$ cat src/rtl/vco_phase_quantizer_diff.sv
// Differential ring-VCO phase quantizer: two identical lanes turn raw tap snapshots
// into per-cycle phase increments. Optional `VCO_BUBBLE_FILTER_EN` adds ring-majority bubble repair.

module vco_pq_lane #(
    parameter int BW = 5
) (
    input  logic             i_clk,
    input  logic             i_rst_n,
    input  logic             i_enable,
    input  logic             i_emit,
    input  logic [2**BW-1:0] i_taps,
    output logic [BW:0]      o_out
);
    localparam int PHASES = 2**BW;

    logic [PHASES-1:0] r_s1;
    logic [PHASES-1:0] r_s2;
    logic [BW:0]       r_dec;
    logic [BW:0]       r_prev;
    logic [BW:0]       r_out;
    logic [PHASES-1:0] w_bits;
    logic [BW:0]       w_cnt;
    logic [BW:0]       w_phase;

`ifdef VCO_BUBBLE_FILTER_EN
    // Ring extension: neighbours beyond either end are the inverted opposite end.
    logic [PHASES+1:0] w_ext;
    assign w_ext = {~r_s2[0], r_s2, ~r_s2[PHASES-1]};

    always_comb begin
        w_bits = '0;
        for (int i = 0; i < PHASES; i++) begin
            w_bits[i] = (w_ext[i] & w_ext[i+1]) | (w_ext[i] & w_ext[i+2]) | (w_ext[i+1] & w_ext[i+2]);
        end
    end
`else
    assign w_bits = r_s2;
`endif

    // NOTE: every variable assigned in always_comb gets a default first, so no latch is inferred.
    always_comb begin
        w_cnt = '0;
        for (int i = 0; i < PHASES; i++) begin
            w_cnt = w_cnt + (BW+1)'(w_bits[i]);
        end
        w_phase = w_bits[0] ? w_cnt : (BW+1)'(0) - w_cnt;
    end

    // NOTE: sequential state uses non-blocking assignments so all flops update together.
    always_ff @(posedge i_clk or negedge i_rst_n) begin
        if (!i_rst_n) begin
            r_s1  <= '0;
            r_s2  <= '0;
            r_dec <= '0;
        end else begin
            r_s1  <= i_taps;
            r_s2  <= r_s1;
            r_dec <= w_phase;
        end
    end

    always_ff @(posedge i_clk or negedge i_rst_n) begin
        if (!i_rst_n) begin
            r_prev <= '0;
            r_out  <= '0;
        end else if (!i_enable) begin
            r_prev <= '0;
            r_out  <= '0;
        end else begin
            r_prev <= r_dec;
            if (i_emit) begin
                r_out <= r_dec - r_prev;
            end
        end
    end

    assign o_out = r_out;
endmodule

module vco_phase_quantizer_diff #(
    parameter int BW = 5
) (
    input  logic             CLK,
    input  logic             RES,
    input  logic             ENABLE,
    input  logic [2**BW-1:0] PH_p,
    input  logic [2**BW-1:0] PH_m,
    output logic [BW:0]      OUT_p,
    output logic [BW:0]      OUT_m,
    output logic             VALID
);
    typedef enum logic [1:0] {
        ST_IDLE,
        ST_PRIME,
        ST_RUN
    } state_t;

    state_t r_state;
    state_t w_next;
    logic   w_emit;
    logic   r_valid;

    always_ff @(posedge CLK or negedge RES) begin
        if (!RES) begin
            r_state <= ST_IDLE;
        end else begin
            r_state <= w_next;
        end
    end

    always_comb begin
        w_next = r_state;
        if (!ENABLE) begin
            w_next = ST_IDLE;
        end else begin
            case (r_state)
                ST_IDLE:  w_next = ST_PRIME;
                ST_PRIME: w_next = ST_RUN;
                ST_RUN:   w_next = ST_RUN;
                default:  w_next = ST_IDLE;
            endcase
        end
    end

    // The first enabled edge only primes PREV; differences are emitted from then on.
    always_comb begin
        w_emit = ENABLE && (r_state != ST_IDLE);
    end

    always_ff @(posedge CLK or negedge RES) begin
        if (!RES) begin
            r_valid <= 1'b0;
        end else begin
            r_valid <= w_emit;
        end
    end

    vco_pq_lane #(.BW(BW)) u_lane_p (
        .i_clk    (CLK),
        .i_rst_n  (RES),
        .i_enable (ENABLE),
        .i_emit   (w_emit),
        .i_taps   (PH_p),
        .o_out    (OUT_p)
    );

    vco_pq_lane #(.BW(BW)) u_lane_m (
        .i_clk    (CLK),
        .i_rst_n  (RES),
        .i_enable (ENABLE),
        .i_emit   (w_emit),
        .i_taps   (PH_m),
        .o_out    (OUT_m)
    );

    assign VALID = r_valid;
endmodule

$ cat config.mk
export PLATFORM = sky130hd
export DESIGN_NAME = vco_phase_quantizer_diff
export DESIGN_NICKNAME = d
export VERILOG_FILES = /design/src/rtl/vco_phase_quantizer_diff.sv
export SDC_FILE = /design/constraint.sdc
export NUM_CORES = 1
export LEC_CHECK = 0
export CAP_MARGIN = 20
export CORE_ASPECT_RATIO = 0.6
export CORE_MARGIN = 2
export CORE_UTILIZATION = 50
export DETAILED_ROUTE_END_ITERATION = 10
export MAX_ROUTING_LAYER = met4
export PLACE_DENSITY = 0.75
export SETUP_SLACK_MARGIN = 0.1
export SYNTH_ARGS = -nofsm -noshare
export SYNTH_HDL_FRONTEND = slang
export SYNTH_SLANG_ARGS = --single-unit
$ cat constraint.sdc
create_clock -name CLK -period 5.5 [get_ports CLK]
set_clock_uncertainty 0.1 [all_clocks]
set_input_delay 0.825 -clock CLK [delete_from_list [all_inputs] [get_ports CLK]]
set_output_delay 0.825 -clock CLK [all_outputs]
set_load 0.02 [all_outputs]
==> results.md, run 1 <==
Outcome:
- The flow ran to the end, but the final reports show violations.
- The final reports fail on setup timing.

Drt:
- The final layout contains routed wiring with a total length of 10700 um.
- The detailed router finished its first iteration with 81 violations.
- The count of nets left with antenna violations after detail routing is 0.
- The final route contains 3576 vias.
- Before antenna repair, the detailed router went through 4 iterations.
- The routed via count divided by cell count is 4.63.
- The final routed DRC violation total is 0.
- In the final routed layout, each cell accounts on average for around 14 um.

Logic synthesis:
- The cell taking the most area after synthesis is sky130_fd_sc_hd__dfrtp_1.
- The synthesized instance count is 480.
- The mean area per synthesized cell is 14.3 um^2.
- The area of the mapped netlist is 6870 um^2.
- The number of unique standard cell types used by synthesis is 44.
- Counting every net in the synthesized netlist gives 627.
- For this run, the register share of the synthesized area comes to 60.9%.
- The synthesized design contains 167 register bits.
- During synthesis, Yosys emitted a total of 0 warnings.
- Ranked by total cell area, the synthesized netlist is headed by sky130_fd_sc_hd__dfrtp_1 61%, sky130_fd_sc_hd__fa_1 15%, sky130_fd_sc_hd__ha_1 5.5%.
- The synthesized design devotes to its leading area cell type 60.9% of total area.

Worst hold path:
- The class of the worst hold path is reg2reg.

CTS:
- The register clock-pin slew on the reported worst setup and hold paths is about 70 ps.
- The clock latency on the worst-skew pair is 420 ps.
- The number of H-tree levels is 4.
- The master cell of the clock root buffer is sky130_fd_sc_hd__clkbuf_16.
- In this run, CTS created clock tree buffers numbering 17.
- For this design, the sink count on the clock tree is 167.
- TritonCTS built the clock tree.
- Counting along the longest clock path gives a buffer depth of 2.

Placed design:
- The cell count after placement is 736.
- Routability-driven placement finished with a final weighted congestion of 0.788.
- The sum of net half-perimeters after detailed placement is 7580 um.
- The count of buffers from port buffering is between 70 and 80.

GRT:
- The number of global-route vias before repair was 3813.
- Across every metal layer, demand over resource in global routing totals 16.8%.
- The total overflow left after global routing is 0.
- Entering global routing, the biggest net connects 90 pins.
- The initial antenna violation count was 0.
- The first-pass GRT wire length is ~18000 um.

Timing:
- Across all setup checks in the final design, the least slack found is -119 ps.
- At the pin with the least slew margin, the transition time is 798 ps.
- Setup repair after global routing could not meet its margin everywhere.
- Setup violations remaining at the end of the flow were counted as 3.
- Of the available clock period, the critical path in the final layout requires 102%.
- Headroom to the max-slew limit came out at 46.6%.
- Based on the critical path, the design can be clocked at up to 178 MHz.
- The number of pins exceeding their max-slew limit in the final report is 0.
- Counting I/O delays and the setup requirement, the final critical path takes 5620 ps.
- The final hold violation count was 0.

Cells and area:
- The most common library cell in the layout ignoring fill and taps is sky130_fd_sc_hd__dfrtp_1.
- The area growth from synthesis to layout is 26.8%.
- After filler insertion, the fill cell instance count of the layout stands at 960.
- The count of antenna diodes in the layout is 0.
- The multi-input combinational cell area is roughly 2500 um^2.
- The finished layout holds 772 standard cells, fillers aside.
- The fraction of final layout cells with drive strength greater than 1 is 14.9%.
- Across the whole layout, storage elements account for roughly 4200 um^2.
- The top cell types in the final layout, fill and taps aside, are 165 x sky130_fd_sc_hd__dfrtp_1, 78 x sky130_fd_sc_hd__clkdlybuf4s50_1, 77 x sky130_fd_sc_hd__inv_1, 45 x sky130_fd_sc_hd__fa_1, 26 x sky130_fd_sc_hd__ha_1.
- For this run, the post-layout net count is 731.

Die:
- After floorplanning, the core was divided into 33 placement rows.
- The die is 94.8 um tall.
- The die is 155 um wide.
- The region available for standard cell placement spans about 14000 um^2.
- The die covers 14700 um^2.
- The initial utilization of the core area, before any placement, comes to 50.7%.
- The I/O pin count is 80.

Worst setup path:
- The startpoint kind of the worst setup timing path is a flop.
- Of all nets on the critical path, the largest fanout is 3.
- For the worst setup path, the data arrival time is 5810 ps.
- The worst setup path is captured at a flop.
- The type of the setup path with the least slack is reg2reg.
- STA puts the critical path data required time at 5690 ps.

Run:
- The tool flagged a number of max-cap violations equal to 0.
-- logic make-up after synthesis --
kind of cell             synth area share (%)
AO/OA/AOI/OAI                            5.25
AND/OR/NAND/NOR                          6.21
buffers and inverters                    4.88
adder cells (fa/ha/maj)                  20.0
multiplexers                            0.620
flip-flops                               60.9
XOR/XNOR                                 2.13
-- routing by layer --
| metal | GRT usage (%) | vias up | routed length, um |
|---|---|---|---|
| li1 | - | 1720 | - |
| met1 | 23.8 | 1763 | 5200 |
| met2 | 24.3 | 84 | 4930 |
| met3 | 4.18 | 9 | 460 |
| met4 | 5.73 | 0 | 106 |
| met5 | - | - | 0 |
-- state kept, by name, summed over array words and instances (netlist names) --
name	cells
u_lane_m.r_s2	32
r_state	2
VALID	1
u_lane_m.r_dec	6
u_lane_p.r_s2	32
u_lane_m.r_s1	32
u_lane_p.r_dec	6
u_lane_m.o_out	6
u_lane_m.r_prev	6
u_lane_p.r_prev	6
u_lane_p.o_out	6
u_lane_p.r_s1	32
-- worst max-delay path, cell delays in order (launching register included) --
cell and delay [ps]:
sky130_fd_sc_hd__dfrtp_2 420, sky130_fd_sc_hd__ha_4 260, sky130_fd_sc_hd__inv_2 30, sky130_fd_sc_hd__fa_1 490, sky130_fd_sc_hd__inv_2 40, sky130_fd_sc_hd__fa_2 570, sky130_fd_sc_hd__fa_1 440, sky130_fd_sc_hd__fa_1 460
sky130_fd_sc_hd__fa_1 500, sky130_fd_sc_hd__inv_1 50, sky130_fd_sc_hd__fa_1 460, sky130_fd_sc_hd__fa_2 390, sky130_fd_sc_hd__inv_2 60, sky130_fd_sc_hd__fa_2 460, sky130_fd_sc_hd__inv_2 90, sky130_fd_sc_hd__ha_4 150
sky130_fd_sc_hd__nand2b_4 60, sky130_fd_sc_hd__nor4_4 270, sky130_fd_sc_hd__a211oi_2 80, sky130_fd_sc_hd__xnor2_1 120
-- what timing repair did --
action | in CTS | in global routing
pin swaps | 12 | 8
resized for setup | 17 | 16
hold buffers | 0 | 0
hold endpoints to repair | 0 | 0
setup buffers | 2 | 2
setup endpoints to repair | 7 | 9
-- layout make-up --
cell class,count,share of cell area [%]
clock buffers,17,4.89
clock inverters,15,1.81
inverters,84,3.62
multi-input cells,224,29.0
flip-flops and latches,167,48.0
well taps,175,2.52
repair buffers,90,10.1
-- through the flow --
step / setup slack [ps] / setup TNS, ps / hold slack, ps / cell area (um^2) / util [%]
after floorplan: 7.18 / 0 / 231 / 6910 / -
after global placement: -45.1 / -45.1 / 235 / 7950 / 58.7
after detailed placement: -167 / -407 / 235 / 7950 / 58.7
after CTS: -92.1 / -159 / 245 / 8610 / 63.6
after global routing: -276 / -951 / 252 / 8700 / 64.3
final: -119 / -204 / 243 / 8700 / 64.3
-- cell usage after synthesis, drive strengths merged --
cell type  instances
o31a               4
nor2              12
o311ai             2
o22ai              1
nor4               3
a21boi             2
mux2i              2
nand2             13
or3b               1
o221ai             2
xnor2              9
buf                1
nand3b             3
ha                30
o21ba              2
o21a               2
mux2               2
a211o              2
dfrtp            167
fa                50
a211oi             6
clkbuf             4
o2bb2ai            2
nor3               4
or2                5
and3b              1
o211ai             2
nor3b              4
and4b              1
a21oi              6
o21ai              8
nor2b              4
a311oi             3
nand2b             2
xor2               6
and2              20
a21o               3
inv               84
o32ai              1
nand3              4
-- final timing paths --
kind / from / to / slack [ps] / cells after the start
max reg2reg: u_lane_p.r_s2[0]$_DFF_PN0_ / u_lane_p.r_dec[4]$_DFF_PN0_ / -120 / 19
min reg2reg: u_lane_m.r_s1[30]$_DFF_PN0_ / u_lane_m.r_s2[30]$_DFF_PN0_ / 240 / 0
min: u_lane_m.r_s1[30]$_DFF_PN0_ / u_lane_m.r_s2[30]$_DFF_PN0_ / 240 / 0
max: u_lane_p.r_s2[0]$_DFF_PN0_ / u_lane_p.r_dec[4]$_DFF_PN0_ / -120 / 19
max in group asynchronous: RES / u_lane_m.r_s2[0]$_DFF_PN0_ / 3890 / 2
min in group asynchronous: RES / u_lane_p.r_s2[2]$_DFF_PN0_ / 360 / 1
Power of run 1 is left out: the tool's default activity adds up to more than one toggle a clock period on the data nets, which glitch-free logic cannot reach.
==> run 2, diff against run 1 <==
Settings changed: GPL_TIMING_DRIVEN from default to 0.
==> run 2 against run 1 <==
Compared with the run above:
- critical path type unchanged
- global-route usage rose by 0.72 points
- fmax rose by 0.48%
- first-iteration DRC count rose by 78%
- die area did not move
- sequential share of layout area fell by 0.51 points
- via count rose by 1.7%
- non-clock buffer count rose by 2
- the run still ends with setup timing left
==> results.md, run 2 (synthesis gave the netlist of run 1 again) <==
Die:
- The chip width is 155 um (unchanged).
- The starting density of the core is 50.7% (unchanged).
- The core box area is 13500 um^2 (unchanged).
- The die extent in y is 94.8 um (unchanged).
- The I/O pin count came to 80 (unchanged).
- The number of placement rows is 33 (unchanged).
- The area of the die is 14700 um^2 (unchanged).

Cells and area:
- The post-layout instance count excluding filler cells is 774 (was 772).
- The count of antenna diodes in the layout is 0 (unchanged).
- The area taken by flip-flops and latches is 4180 um^2 (unchanged).
- The fraction of final layout cells with drive strength greater than 1 is 15.4% (was 14.9%).
- The net count of the finished layout is 733 (was 731).
- The number of fillers in the final layout is 948 (was 960).
- The cell area after layout is 8800 um^2 (was 8700 um^2).
- Top library cells by usage in the layout, fill and taps aside: 165 x sky130_fd_sc_hd__dfrtp_1, 78 x sky130_fd_sc_hd__clkdlybuf4s50_1, 76 x sky130_fd_sc_hd__inv_1, 45 x sky130_fd_sc_hd__fa_1, 26 x sky130_fd_sc_hd__ha_1 (was 165 x sky130_fd_sc_hd__dfrtp_1, 78 x sky130_fd_sc_hd__clkdlybuf4s50_1, 77 x sky130_fd_sc_hd__inv_1, 45 x sky130_fd_sc_hd__fa_1, 26 x sky130_fd_sc_hd__ha_1).
- The signed area change from the synthesized netlist to the final layout is 28.1% (was 26.8%).
- The most common library cell in the layout ignoring fill and taps is sky130_fd_sc_hd__dfrtp_1 (unchanged).
- The multi-input combinational cell area is 2570 um^2 (was 2520 um^2).

GRT:
- The global router's overall resource usage is 17.6% (was 16.8%).
- The number of global-route vias before repair is 3894 (was 3813).
- The initial antenna violation count is 0 (unchanged).
- The overflow left after global routing is 0 (unchanged).
- The first-pass GRT wire length is 18800 um (was 18200 um).
- The pin count of the biggest net entering global routing is 106 (was 90).

Placed design:
- The placement-stage cell area is 7940 um^2 (was 7950 um^2).
- The routability congestion estimate from global placement is 0.776 (was 0.788).
- The setup slack after placement came to -380 ps (was -167 ps).
- The cell count after placement came to 735 (was 736).
- The count of buffers from port buffering is 79 (unchanged).
- The sum of net half-perimeters after detailed placement is 7910 um (was 7580 um).

CTS:
- The clock latency on the worst-skew pair came to 420 ps (about the same).
- The clock tree from TritonCTS is done (unchanged).
- The master cell of the clock root buffer is sky130_fd_sc_hd__clkbuf_16 (unchanged).
- The clock net sink count is 167 (unchanged).
- The number of buffers added by the clock tree synthesis step is 17 (unchanged).
- The register clock-pin slew on the reported worst setup and hold paths came to 70 ps (about the same).
- The hold buffer count at cts is 0 (unchanged).
- The number of H-tree levels is 4 (unchanged).
- The buffer depth of the longest clock path is 2 (unchanged).

Worst setup path:
- The startpoint of the lowest-slack register-to-register path is u_lane_p.r_s2[0]$_DFF_PN0_ (unchanged).
- The critical path's slowest cell is sky130_fd_sc_hd__fa_2 (unchanged).
- The type of the setup path with the least slack is reg2reg (unchanged).
- The cell seen most often among critical-path stages is sky130_fd_sc_hd__fa_1 (unchanged).
- Series of cell instances along the critical path: ha_4 > inv_2 > fa_1 > inv_2 > fa_2 > fa_1 > fa_1 > fa_1 > inv_2 > fa_1 > fa_2 > inv_2 > fa_2 > or3b_4 > nor4_4 > a211oi_1 > o2bb2ai_1 (was ha_4 > inv_2 > fa_1 > inv_2 > fa_2 > fa_1 > fa_1 > fa_1 > inv_1 > fa_1 > fa_2 > inv_2 > fa_2 > inv_2 > ha_4 > nand2b_4 > nor4_4 > a211oi_2 > xnor2_1).
- The setup slack of the most critical reg-to-reg path is -90 ps (was -120 ps).
- The critical path arrival came to 5830 ps (was 5810 ps).
- The endpoint of the worst setup timing path is u_lane_p.r_dec[5]$_DFF_PN0_ (was u_lane_p.r_dec[4]$_DFF_PN0_).
- The critical-path maximum fanout came to 4 (was 3).
- The startpoint of the worst setup timing path is u_lane_p.r_s2[0]$_DFF_PN0_ (unchanged).
- The startpoint kind of the worst setup timing path is a flop (unchanged).
- The data required time of the worst path is 5740 ps (was 5690 ps).
- The capture instance of the worst register-to-register path is u_lane_p.r_dec[5]$_DFF_PN0_ (was u_lane_p.r_dec[4]$_DFF_PN0_).
- The depth of the critical timing path with buffers and inverters included came to 17 (was 19).
- The capturing element type of the critical path was a flop (unchanged).
- The total buffers and inverters traversed by the critical path is 4 (was 5).
- The path depth of the worst reg2reg path is 17 (was 19).
- The cell family contributing the most delay on the critical path is adder cells (unchanged).
- The largest stage delay on the critical path is 570 ps (about the same).

Drt:
- The number of search-and-repair iterations in the first detailed-routing pass is 4 (unchanged).
- The detailed-route via count came to 3637 (was 3576).
- The number of design-rule violations left by the first detailed-router iteration is 144 (was 81).
- The routed via count divided by cell count came to 4.70 (was 4.63).
- The count of nets left with antenna violations after detail routing came to 0 (unchanged).
- The total detailed-routing wirelength is 11300 um (was 10700 um).
- The post-detailed-route wirelength per cell was 14.6 um (was 13.9 um).
- The final routed DRC violation total came to 0 (unchanged).

Timing:
- Setup repair after global routing missed its margin: true (unchanged).
- The final hold violation count is 0 (unchanged).
- The final critical delay including setup and external delays is 5590 ps (was 5620 ps).
- The achievable clock frequency is 179 MHz (was 178 MHz).
- The transition at the pin with the smallest max-transition slack is 588 ps (was 798 ps).
- The number of pins exceeding their max-slew limit in the final report is 0 (unchanged).
- The final cycle utilization of the critical path is 102% (about the same).
- The smallest setup slack after layout is -91.9 ps (was -119 ps).
- The total of endpoints with negative setup slack in the final report came to 4 (was 3).
- The total negative setup slack is -221 ps (was -204 ps).
- The worst slew slack as a fraction of its limit is 60.8% (was 46.6%).

Outcome:
- Violated checks: setup timing (unchanged).
- Result of the run: finished with violations (unchanged).

Worst hold path:
- The class of the worst hold path is reg2reg (unchanged).

Run:
- The max-cap check violation count is 0 (unchanged).
## run 2: changes by cell type in the layout (fill, tap and decap cells not counted), sizes merged
cell | previous run | this run
buf | 12 | 10
bufinv | 0 | 1
clkbuf | 17 | 22
clkinv | 8 | 5
inv | 90 | 91
## run 2: repair_timing
| action | CTS | global route |
|---|---|---|
| resized for setup | 23 | 17 |
| endpoints found under the hold margin | 0 | 0 |
| buffers inserted | 5 | 2 |
| pin swaps | 9 | 8 |
| setup endpoints to repair | 10 | 10 |
## run 2: worst min-delay path by stage
stage,cells past startpoint,startpoint,to
CTS,0,u_lane_p.r_s1[9]$_DFF_PN0_,u_lane_p.r_s2[9]$_DFF_PN0_
floorplan,0,u_lane_m.r_s1[0]$_DFF_PN0_,u_lane_m.r_s2[0]$_DFF_PN0_
detailed placement,0,u_lane_m.r_s1[3]$_DFF_PN0_,u_lane_m.r_s2[3]$_DFF_PN0_
global route,0,u_lane_m.r_s1[23]$_DFF_PN0_,u_lane_m.r_s2[23]$_DFF_PN0_
global placement,0,u_lane_p.r_s1[4]$_DFF_PN0_,u_lane_p.r_s2[4]$_DFF_PN0_
finish,0,u_lane_m.r_s1[23]$_DFF_PN0_,u_lane_m.r_s2[23]$_DFF_PN0_
## run 2: layout make-up
type | instances | share of cell area (%)
sequential | 167 | 47.5
multi-input combinational | 224 | 29.2
timing repair buffer | 87 | 9.96
clock buffer | 18 | 4.99
inverter | 84 | 3.58
tap | 175 | 2.49
clock inverter | 14 | 2.05
buffer | 5 | 0.228
## run 2: routing by layer
metal  GRT usage (%)  part of all wire, %  vias up
li1                -                    -     1726
met1            23.8                   48     1824
met2            26.3                   47       77
met3            4.86                  4.0       10
met4            5.50                  1.1        0
met5               -                    0        -
## run 2: per-stage QoR
stage / utilization, % / hold slack [ps]
finish: 65.0 / 249
detailed placement: 58.7 / 236
global placement: 58.4 / 234
CTS: 64.2 / 251
floorplan: - / 231
global route: 65.0 / 248
Power of run 2 is left out for the same reason.
==> run 3, diff against run 2 <==
Settings changed: SKIP_LAST_GASP from default to 1.
==> run 3 against run 2 <==
Compared with the run above:
- the flow still finishes with violations (setup timing)
- non-clock buffer count unchanged
- count of clock-buffer cells in the layout stayed put
- utilization fell by 0.19 points
- flip-flop and latch count did not move
- first-iteration DRC count shrank 4.2%
==> results.md, run 3 (synthesis gave the netlist of run 1 again) <==
CTS:
- The number of H-tree levels was 4 (unchanged).
- The clock latency on the worst-skew pair is 420 ps (about the same).
- The hold buffer count at cts came to 0 (unchanged).
- The clock net sink count came to 167 (unchanged).
- The master cell of the clock root buffer is sky130_fd_sc_hd__clkbuf_16 (unchanged).
- The clock tree from TritonCTS is done (unchanged).
- The buffer depth of the longest clock path was 2 (unchanged).
- The register clock-pin slew on the reported worst setup and hold paths was 70 ps (about the same).
- The number of buffers added by the clock tree synthesis step came to 17 (unchanged).

Outcome:
- Violated checks: setup timing (unchanged).
- Result of the run: finished with violations (unchanged).

Placed design:
- The routability congestion estimate from global placement was 0.776 (unchanged).
- The count of buffers from port buffering is 79 (unchanged).
- The placement-stage cell area is 7940 um^2 (unchanged).
- The setup slack after placement was -380 ps (unchanged).
- The sum of net half-perimeters after detailed placement is 7910 um (unchanged).

Timing:
- The final hold violation count is 0 (unchanged).
- Setup repair after global routing missed its margin: true (unchanged).
- The total of endpoints with negative setup slack in the final report came to 4 (unchanged).
- The transition at the pin with the smallest max-transition slack is 583 ps (was 588 ps).
- The final cycle utilization of the critical path was 102% (about the same).
- The worst slew slack as a fraction of its limit is 61.2% (was 60.8%).
- The number of pins exceeding their max-slew limit in the final report is 0 (unchanged).
- The achievable clock frequency is 179 MHz (about the same).
- The worst hold-check slack came to 248 ps (was 249 ps).
- The final critical delay including setup and external delays came to 5600 ps (was 5590 ps).
- The smallest setup slack after layout is -95.8 ps (was -91.9 ps).

Worst setup path:
- The setup slack of the most critical reg-to-reg path was -100 ps (was -90 ps).
- The capturing element type of the critical path is a flop (unchanged).
- The data required time of the worst path came to 5740 ps (about the same).
- The type of the setup path with the least slack is reg2reg (unchanged).
- The critical-path maximum fanout is 4 (unchanged).
- The startpoint kind of the worst setup timing path is a flop (unchanged).
- The critical path arrival is 5840 ps (was 5830 ps).

Die:
- The number of placement rows came to 33 (unchanged).
- The core box area is 13500 um^2 (unchanged).
- The area of the die is 14700 um^2 (unchanged).
- The starting density of the core was 50.7% (unchanged).
- The I/O pin count is 80 (unchanged).
- The chip width is 155 um (unchanged).
- The die extent in y came to 94.8 um (unchanged).

Drt:
- The final routed DRC violation total came to 0 (unchanged).
- The total detailed-routing wirelength is 11200 um (was 11300 um).
- The detailed-route via count is 3629 (was 3637).
- The post-detailed-route wirelength per cell is 14.5 um (was 14.6 um).
- The routed via count divided by cell count is 4.69 (was 4.70).
- The number of search-and-repair iterations in the first detailed-routing pass came to 4 (unchanged).
- The number of design-rule violations left by the first detailed-router iteration was 138 (was 144).
- The count of nets left with antenna violations after detail routing is 0 (unchanged).

Worst hold path:
- The class of the worst hold path is reg2reg (unchanged).

Cells and area:
- The most common library cell in the layout ignoring fill and taps is sky130_fd_sc_hd__dfrtp_1 (unchanged).
- Top library cells by usage in the layout, fill and taps aside: 165 x sky130_fd_sc_hd__dfrtp_1, 78 x sky130_fd_sc_hd__clkdlybuf4s50_1, 76 x sky130_fd_sc_hd__inv_1, 45 x sky130_fd_sc_hd__fa_1, 26 x sky130_fd_sc_hd__ha_1 (unchanged).
- The cell area after layout is 8770 um^2 (was 8800 um^2).
- The net count of the finished layout came to 733 (unchanged).
- The signed area change from the synthesized netlist to the final layout is 27.7% (was 28.1%).
- The fraction of final layout cells with drive strength greater than 1 was 15.0% (was 15.4%).
- The number of fillers in the final layout is 953 (was 948).
- The count of antenna diodes in the layout was 0 (unchanged).

GRT:
- The number of global-route vias before repair is 3885 (was 3894).
- The first-pass GRT wire length is 18800 um (about the same).
- The global router's overall resource usage is 17.6% (about the same).
- The initial antenna violation count was 0 (unchanged).
- The pin count of the biggest net entering global routing is 106 (unchanged).
- The overflow left after global routing came to 0 (unchanged).

Run:
- The max-cap check violation count was 0 (unchanged).
-- run 3: what timing repair did --
item | 4_1_cts | 5_1_grt
endpoints found under the setup margin | 10 | 10
endpoints found under the hold margin | 0 | 0
pin swaps | 9 | 6
resized for setup | 21 | 15
buffers inserted | 5 | 2
-- run 3: final cells by class --
type / instances / area, um^2 / area share [%]
clock inverter: 14 / 180 / 2.05
tap: 175 / 219 / 2.50
inverter: 84 / 315 / 3.59
buffer: 5 / 20.0 / 0.228
sequential: 167 / 4180 / 47.7
multi-input combinational: 224 / 2540 / 29.0
timing repair buffer: 87 / 876 / 9.99
clock buffer: 18 / 439 / 5.01
-- run 3: worst max-delay path, cell delays in order, from the launching register on --
cell and delay, ps:
sky130_fd_sc_hd__dfrtp_2 420, sky130_fd_sc_hd__ha_4 270, sky130_fd_sc_hd__inv_2 30, sky130_fd_sc_hd__fa_1 490, sky130_fd_sc_hd__inv_2 40, sky130_fd_sc_hd__fa_2 570, sky130_fd_sc_hd__fa_1 430, sky130_fd_sc_hd__fa_1 470
sky130_fd_sc_hd__fa_1 510, sky130_fd_sc_hd__inv_2 40, sky130_fd_sc_hd__fa_1 460, sky130_fd_sc_hd__fa_2 360, sky130_fd_sc_hd__inv_2 70, sky130_fd_sc_hd__fa_2 470, sky130_fd_sc_hd__or3b_4 390, sky130_fd_sc_hd__nor4_2 140
sky130_fd_sc_hd__a211oi_1 80, sky130_fd_sc_hd__o2bb2ai_1 160
-- run 3: metrics by stage --
stage / std cells / util [%] / TNS (ps)
floorplan: 480 / - / 0
detailed placement: 735 / 58.7 / -1460
finish: 774 / 64.8 / -207
global route: 774 / 64.8 / -1100
global placement: 734 / 58.4 / -441290
CTS: 772 / 64.2 / -348
-- run 3: per-layer routing --
metal / vias up / track usage (%) / part of all wire, %
met5: - / - / 0
met4: 0 / 5.50 / 1.4
met3: 13 / 4.86 / 4.1
met2: 77 / 26.2 / 47
met1: 1814 / 23.9 / 48
li1: 1725 / - / -
-- run 3: worst paths after layout --
| kind | startpoint | to | cells past startpoint |
|---|---|---|---|
| max in group asynchronous | RES | u_lane_m.r_s1[1]$_DFF_PN0_ | 2 |
| setup reg to reg | u_lane_p.r_s2[0]$_DFF_PN0_ | u_lane_p.r_dec[5]$_DFF_PN0_ | 17 |
| min in group asynchronous | RES | u_lane_p.r_s2[4]$_DFF_PN0_ | 1 |
| setup / recovery | u_lane_p.r_s2[0]$_DFF_PN0_ | u_lane_p.r_dec[5]$_DFF_PN0_ | 17 |
| hold / removal | u_lane_p.r_s1[9]$_DFF_PN0_ | u_lane_p.r_s2[9]$_DFF_PN0_ | 0 |
| hold reg to reg | u_lane_p.r_s1[9]$_DFF_PN0_ | u_lane_p.r_s2[9]$_DFF_PN0_ | 0 |
Power of run 3 is left out for the same reason.
==> variant 1, RTL diff (config.mk and constraints of run 3) <==
Add an input register stage for `ENABLE`, `PH_p` and `PH_m`, with the module's reset; this delays them by one clock.
--- a/src/rtl/vco_phase_quantizer_diff.sv
+++ b/src/rtl/vco_phase_quantizer_diff.sv
@@ -96,4 +96,20 @@
     } state_t;
 
+    logic ENABLE_q;
+    logic [2**BW-1:0] PH_p_q;
+    logic [2**BW-1:0] PH_m_q;
+
+    always_ff @(posedge CLK or negedge RES) begin
+        if (!RES) begin
+            ENABLE_q <= '0;
+            PH_p_q   <= '0;
+            PH_m_q   <= '0;
+        end else begin
+            ENABLE_q <= ENABLE;
+            PH_p_q   <= PH_p;
+            PH_m_q   <= PH_m;
+        end
+    end
+
     state_t r_state;
     state_t w_next;
@@ -111,5 +127,5 @@
     always_comb begin
         w_next = r_state;
-        if (!ENABLE) begin
+        if (!ENABLE_q) begin
             w_next = ST_IDLE;
         end else begin
@@ -125,5 +141,5 @@
     // The first enabled edge only primes PREV; differences are emitted from then on.
     always_comb begin
-        w_emit = ENABLE && (r_state != ST_IDLE);
+        w_emit = ENABLE_q && (r_state != ST_IDLE);
     end
 
@@ -139,7 +155,7 @@
         .i_clk    (CLK),
         .i_rst_n  (RES),
-        .i_enable (ENABLE),
+        .i_enable (ENABLE_q),
         .i_emit   (w_emit),
-        .i_taps   (PH_p),
+        .i_taps   (PH_p_q),
         .o_out    (OUT_p)
     );
@@ -148,7 +164,7 @@
         .i_clk    (CLK),
         .i_rst_n  (RES),
-        .i_enable (ENABLE),
+        .i_enable (ENABLE_q),
         .i_emit   (w_emit),
-        .i_taps   (PH_m),
+        .i_taps   (PH_m_q),
         .o_out    (OUT_m)
     );
Formal check against the unedited RTL: not equivalent (Yosys sat finds a counterexample within 4 cycles, from zero or initial values).
==> variant 1 against run 3 <==
The flow still finishes with violations (negative setup slack). Critical path depth stayed put. Synthesized cell count grew 14%. Design area rose by 21%. Routed wire length is 19% higher. Fmax down 1.6%. Worst setup slack got worse by 0.091 ns. Final cell count is 16% higher. Sequential cell count increased by 65. Area after synthesis grew 24%. Largest cell class unchanged. Highest routed layer unchanged.
Power is not shown: default switching activity piles up to over one toggle a cycle in this logic, so the estimate is an artifact.
==> variant 1: results (changes against run 3) <==
| Metric | Value |
|---|---|
| Final setup fails | 5 (was 4) |
| Syn Inst Count | 545 (was 480) |
| Final Net Count | 803 (was 733) |
| Post-synthesis mux area share | 0.501% (was 0.620%) |
| DR WL/cell | 14.8 um (was 14.5 um) |
| Via/cell ratio | 4.67 (was 4.69) |
| Worst skew pair latency | 0.49 ns (was 0.42 ns) |
| Number of global-route vias before repair | 4704 (was 3885) |
| GR Util met1 | 22.3% (was 23.9%) |
| Largest cells by area after synthesis | dfrtp_1, fa_1, ha_1 (unchanged) |
| Violated checks | negative setup slack (unchanged) |
| Tightest Pin Transition | 0.736 ns (was 0.583 ns) |
| First-pass GRT wire length | 22600 um (was 18800 um) |
| H-tree levels | 1 (was 4) |
| CTS max path bufs | 3 (was 2) |
| Met3 global-route usage | 3.60% (was 4.86%) |
| Area fraction in compound gates after synthesis | 4.24% (was 5.25%) |
| Hold path start | PH_m_q[2] (was u_lane_p.r_s1[9]) |
| Layout cell share with drive strength beyond 1 | 13.7% (was 15.0%) |
| DR iter-0 viols | 173 (was 138) |
| WL met1 | 6040 um (was 5370 um) |
| Met3 Wirelength | 578 um (was 459 um) |
| Crit Path Max Fanout | 5 (was 4) |
| Met2 Wirelength | 6480 um (was 5210 um) |
| DP HPWL | 8860 um (was 7910 um) |
| Fillers | 1152 (was 953) |
| Placed Cells incl. Taps | 853 (was 735) |
| Met2 layer usage reported by global route | 25.9% (was 26.2%) |
| Global router's overall resource usage | 16.4% (was 17.6%) |
| Arrival time worst endpoint | 6.00 ns (was 5.84 ns) |
| Most instantiated cells after synthesis | dfrtp_1, inv_1, fa_1 (unchanged) |
| GPL Wtd Cong | 0.773 (was 0.776) |
| FF-to-FF Start | u_lane_m.r_s2[0] (was u_lane_p.r_s2[0]) |
| Post-Synth XOR/XNOR Area | 1.72% (was 2.13%) |
| Final WS setup | -0.187 ns (was -0.0958 ns) |
| Adder-cell share of the synthesized area | 16.2% (was 20.0%) |
| Largest net degree at the start of global routing | 132 (was 106) |
| Outcome | finished with violations (unchanged) |
| Sequential fraction of the synthesis area | 68.4% (was 60.9%) |
[variant 1: worst paths after layout]
path	slack [ns]	cells past startpoint	end
min	0.25	0	u_lane_m.r_s1[2]
min reg2reg	0.25	0	u_lane_m.r_s1[2]
max in group asynchronous	3.93	2	u_lane_p.r_s2[0]
max reg2reg	-0.19	17	u_lane_m.r_dec[5]
max	-0.19	17	u_lane_m.r_dec[5]
min in group asynchronous	0.27	1	u_lane_m.r_s1[17]
[variant 1: worst max-delay path, stage by stage (launching register included)]
cell       delay (ns)
dfrtp_2          0.42
ha_4             0.27
inv_2            0.03
fa_1             0.49
inv_2            0.04
fa_1             0.56
fa_2             0.48
fa_1             0.48
fa_1             0.50
inv_1            0.06
fa_1             0.45
fa_2             0.38
inv_2            0.07
fa_2             0.48
or3b_4           0.41
nor4_4           0.16
a211oi_2         0.06
o2bb2ai_1        0.15
[variant 1: metrics by stage]
step	worst slack (ns)	hold WS (ns)	util (%)	TNS (ns)
finish	-0.187	0.247	64.7	-0.466
global route	-0.342	0.251	64.7	-1.59
CTS	-0.207	0.245	64.3	-0.621
detailed placement	-0.381	0.235	58.6	-1.27
global placement	-6.08	0.233	58.4	-1220.28
floorplan	0.00718	0.231	-	0
[variant 1: final cells by class]
type | count | area share, %
Buffer | 5 | 0.188
Clock buffer | 26 | 5.31
Clock inverter | 12 | 1.91
Inverter | 84 | 2.96
Multi-Input combinational cell | 224 | 23.9
Sequential cell | 232 | 54.6
Tap cell | 228 | 2.68
Timing Repair Buffer | 88 | 8.45
[variant 1: timing repair]
item	4_1_cts	5_1_grt
pin swaps	17	13
buffers inserted	7	1
resized for setup	23	15
setup endpoints to repair	10	10
==> variant 2, RTL diff (config.mk and constraints of run 3) <==
Made on the original files. `BW` is set to 5 in 2 places; all go to 3.
--- a/src/rtl/vco_phase_quantizer_diff.sv
+++ b/src/rtl/vco_phase_quantizer_diff.sv
@@ -3,5 +3,5 @@
 
 module vco_pq_lane #(
-    parameter int BW = 5
+    parameter int BW = 3
 ) (
     input  logic             i_clk,
@@ -79,5 +79,5 @@
 
 module vco_phase_quantizer_diff #(
-    parameter int BW = 5
+    parameter int BW = 3
 ) (
     input  logic             CLK,
Interface: changed (resized OUT_m, OUT_p, PH_m and PH_p); port bits go from 80 to 28. No check against the original RTL was run, so the function may have changed too.
==> variant 2 against run 3 <==
Critical path depth fell by 6. Design area fell by 66%. Routed wire length fell by 71%. Worst setup slack improved by 1.9 ns. Area after synthesis fell by 64%. Sequential cell count fell by 108. Fmax rose by 53%. Critical path type unchanged. Critical endpoint is now u_lane_m.r_dec[3]. Highest routed layer unchanged.
==> variant 2: results (changes against run 3) <==
| Metric | Value |
|---|---|
| Most instantiated cells after synthesis | dfrtp_1, inv_1, nor2_1 (was dfrtp_1, inv_1, fa_1) |
| First-pass GRT wire length | 5840 um (was 18800 um) |
| Outcome | finished clean (was finished with violations) |
| Buffers on Ports | 27 (was 79) |
| Worst hold slack | 0.248 ns (about the same) |
| Largest cells by area after synthesis | dfrtp_1, fa_1, ha_1 (unchanged) |
| Worst Hold End | u_lane_p.r_s2[2] (was u_lane_p.r_s2[9]) |
| Non-clock buffer share | 9.96% (was 10.2%) |
| Multi-input gates | 95 (was 224) |
| Met3 Wirelength | 229 um (was 459 um) |
| Non-Clock Buffer Count | 31 (was 92) |
| Slowest-stage cell, CP | fa_1 (was fa_2) |
| Logic inverters | 36 (was 84) |
| GPL Wtd Cong | 0.804 (was 0.776) |
| Worst path max stage delay | 0.49 ns (was 0.57 ns) |
| Global router's overall resource usage | 15.4% (was 17.6%) |
| Worst skew pair latency | 0.33 ns (was 0.42 ns) |
| WL met1 | 1520 um (was 5370 um) |
| Flop2flop setup slack | 1.85 ns (was -0.1 ns) |
| Crit Path Max Fanout | 6 (was 4) |
| Largest net degree at the start of global routing | 45 (was 106) |
| Distinct cells, synth | 28 (was 44) |
| Syn Inst Count | 193 (was 480) |
| CTS root buf | clkbuf_8 (was clkbuf_16) |
| Met2 Wirelength | 1490 um (was 5210 um) |
| Tap cells | 63 (was 175) |
| Number of global-route vias before repair | 1385 (was 3885) |
| # clk buffers | 9 (was 18) |
| R2r endpoint | u_lane_m.r_dec[3] (was u_lane_p.r_dec[5]) |
| Final Net Count | 277 (was 733) |
| Number of cells on the worst reg-to-reg path | 11 (was 17) |
| Via/cell ratio | 4.54 (was 4.69) |
| Final Non-Filler Cells | 300 (was 774) |
| Tightest Pin Transition | 0.438 ns (was 0.583 ns) |
| FF-to-FF Start | u_lane_m.r_s2[0] (was u_lane_p.r_s2[0]) |
| Placed Area | 2810 um^2 (was 7940 um^2) |
| Multi-input combinational cell area | 825 um^2 (was 2540 um^2) |
| Post-CTS setup buffer count | 0 (was 5) |
| Post-Synth XOR/XNOR Area | 2.86% (was 2.13%) |
| Area fraction in compound gates after synthesis | 4.50% (was 5.25%) |
| DR WL/cell | 10.9 um (was 14.5 um) |
| Hold path start | u_lane_p.r_s1[2] (was u_lane_p.r_s1[9]) |
| DP HPWL | 2440 um (was 7910 um) |
| Clock tree cell share of total cell area | 5.94% (was 7.06%) |
==> variant 2: cell count changes after synthesis, moves of 9 or more <==
cell,delta
and2_1,-14
dfrtp_1,-108
fa_1,-40
ha_1,-14
inv_1,-48
nand2_1,-12
nor2_1,+9
==> variant 2: worst max path at each step <==
| stage | start | endpoint | slack, ns | cells after the start |
|---|---|---|---|---|
| after global routing | u_lane_m.r_s2[0] | u_lane_m.r_dec[3] | 1.64 | 11 |
| final | u_lane_m.r_s2[0] | u_lane_m.r_dec[3] | 1.85 | 11 |
| after floorplan | u_lane_m.r_s2[0] | u_lane_m.r_dec[3] | 2.06 | 11 |
| after global placement | RES | u_lane_p.r_s1[0] | 1.80 | 1 |
| after CTS | u_lane_m.r_s2[0] | u_lane_m.r_dec[3] | 1.84 | 11 |
| after detailed placement | u_lane_m.r_s2[0] | u_lane_m.r_dec[3] | 1.87 | 11 |
==> variant 2: per-layer routing <==
metal	vias up	GRT usage, %
met3	5	7.41
li1	682	-
met2	37	24.1
met4	0	6.83
met5	-	-
met1	637	17.0
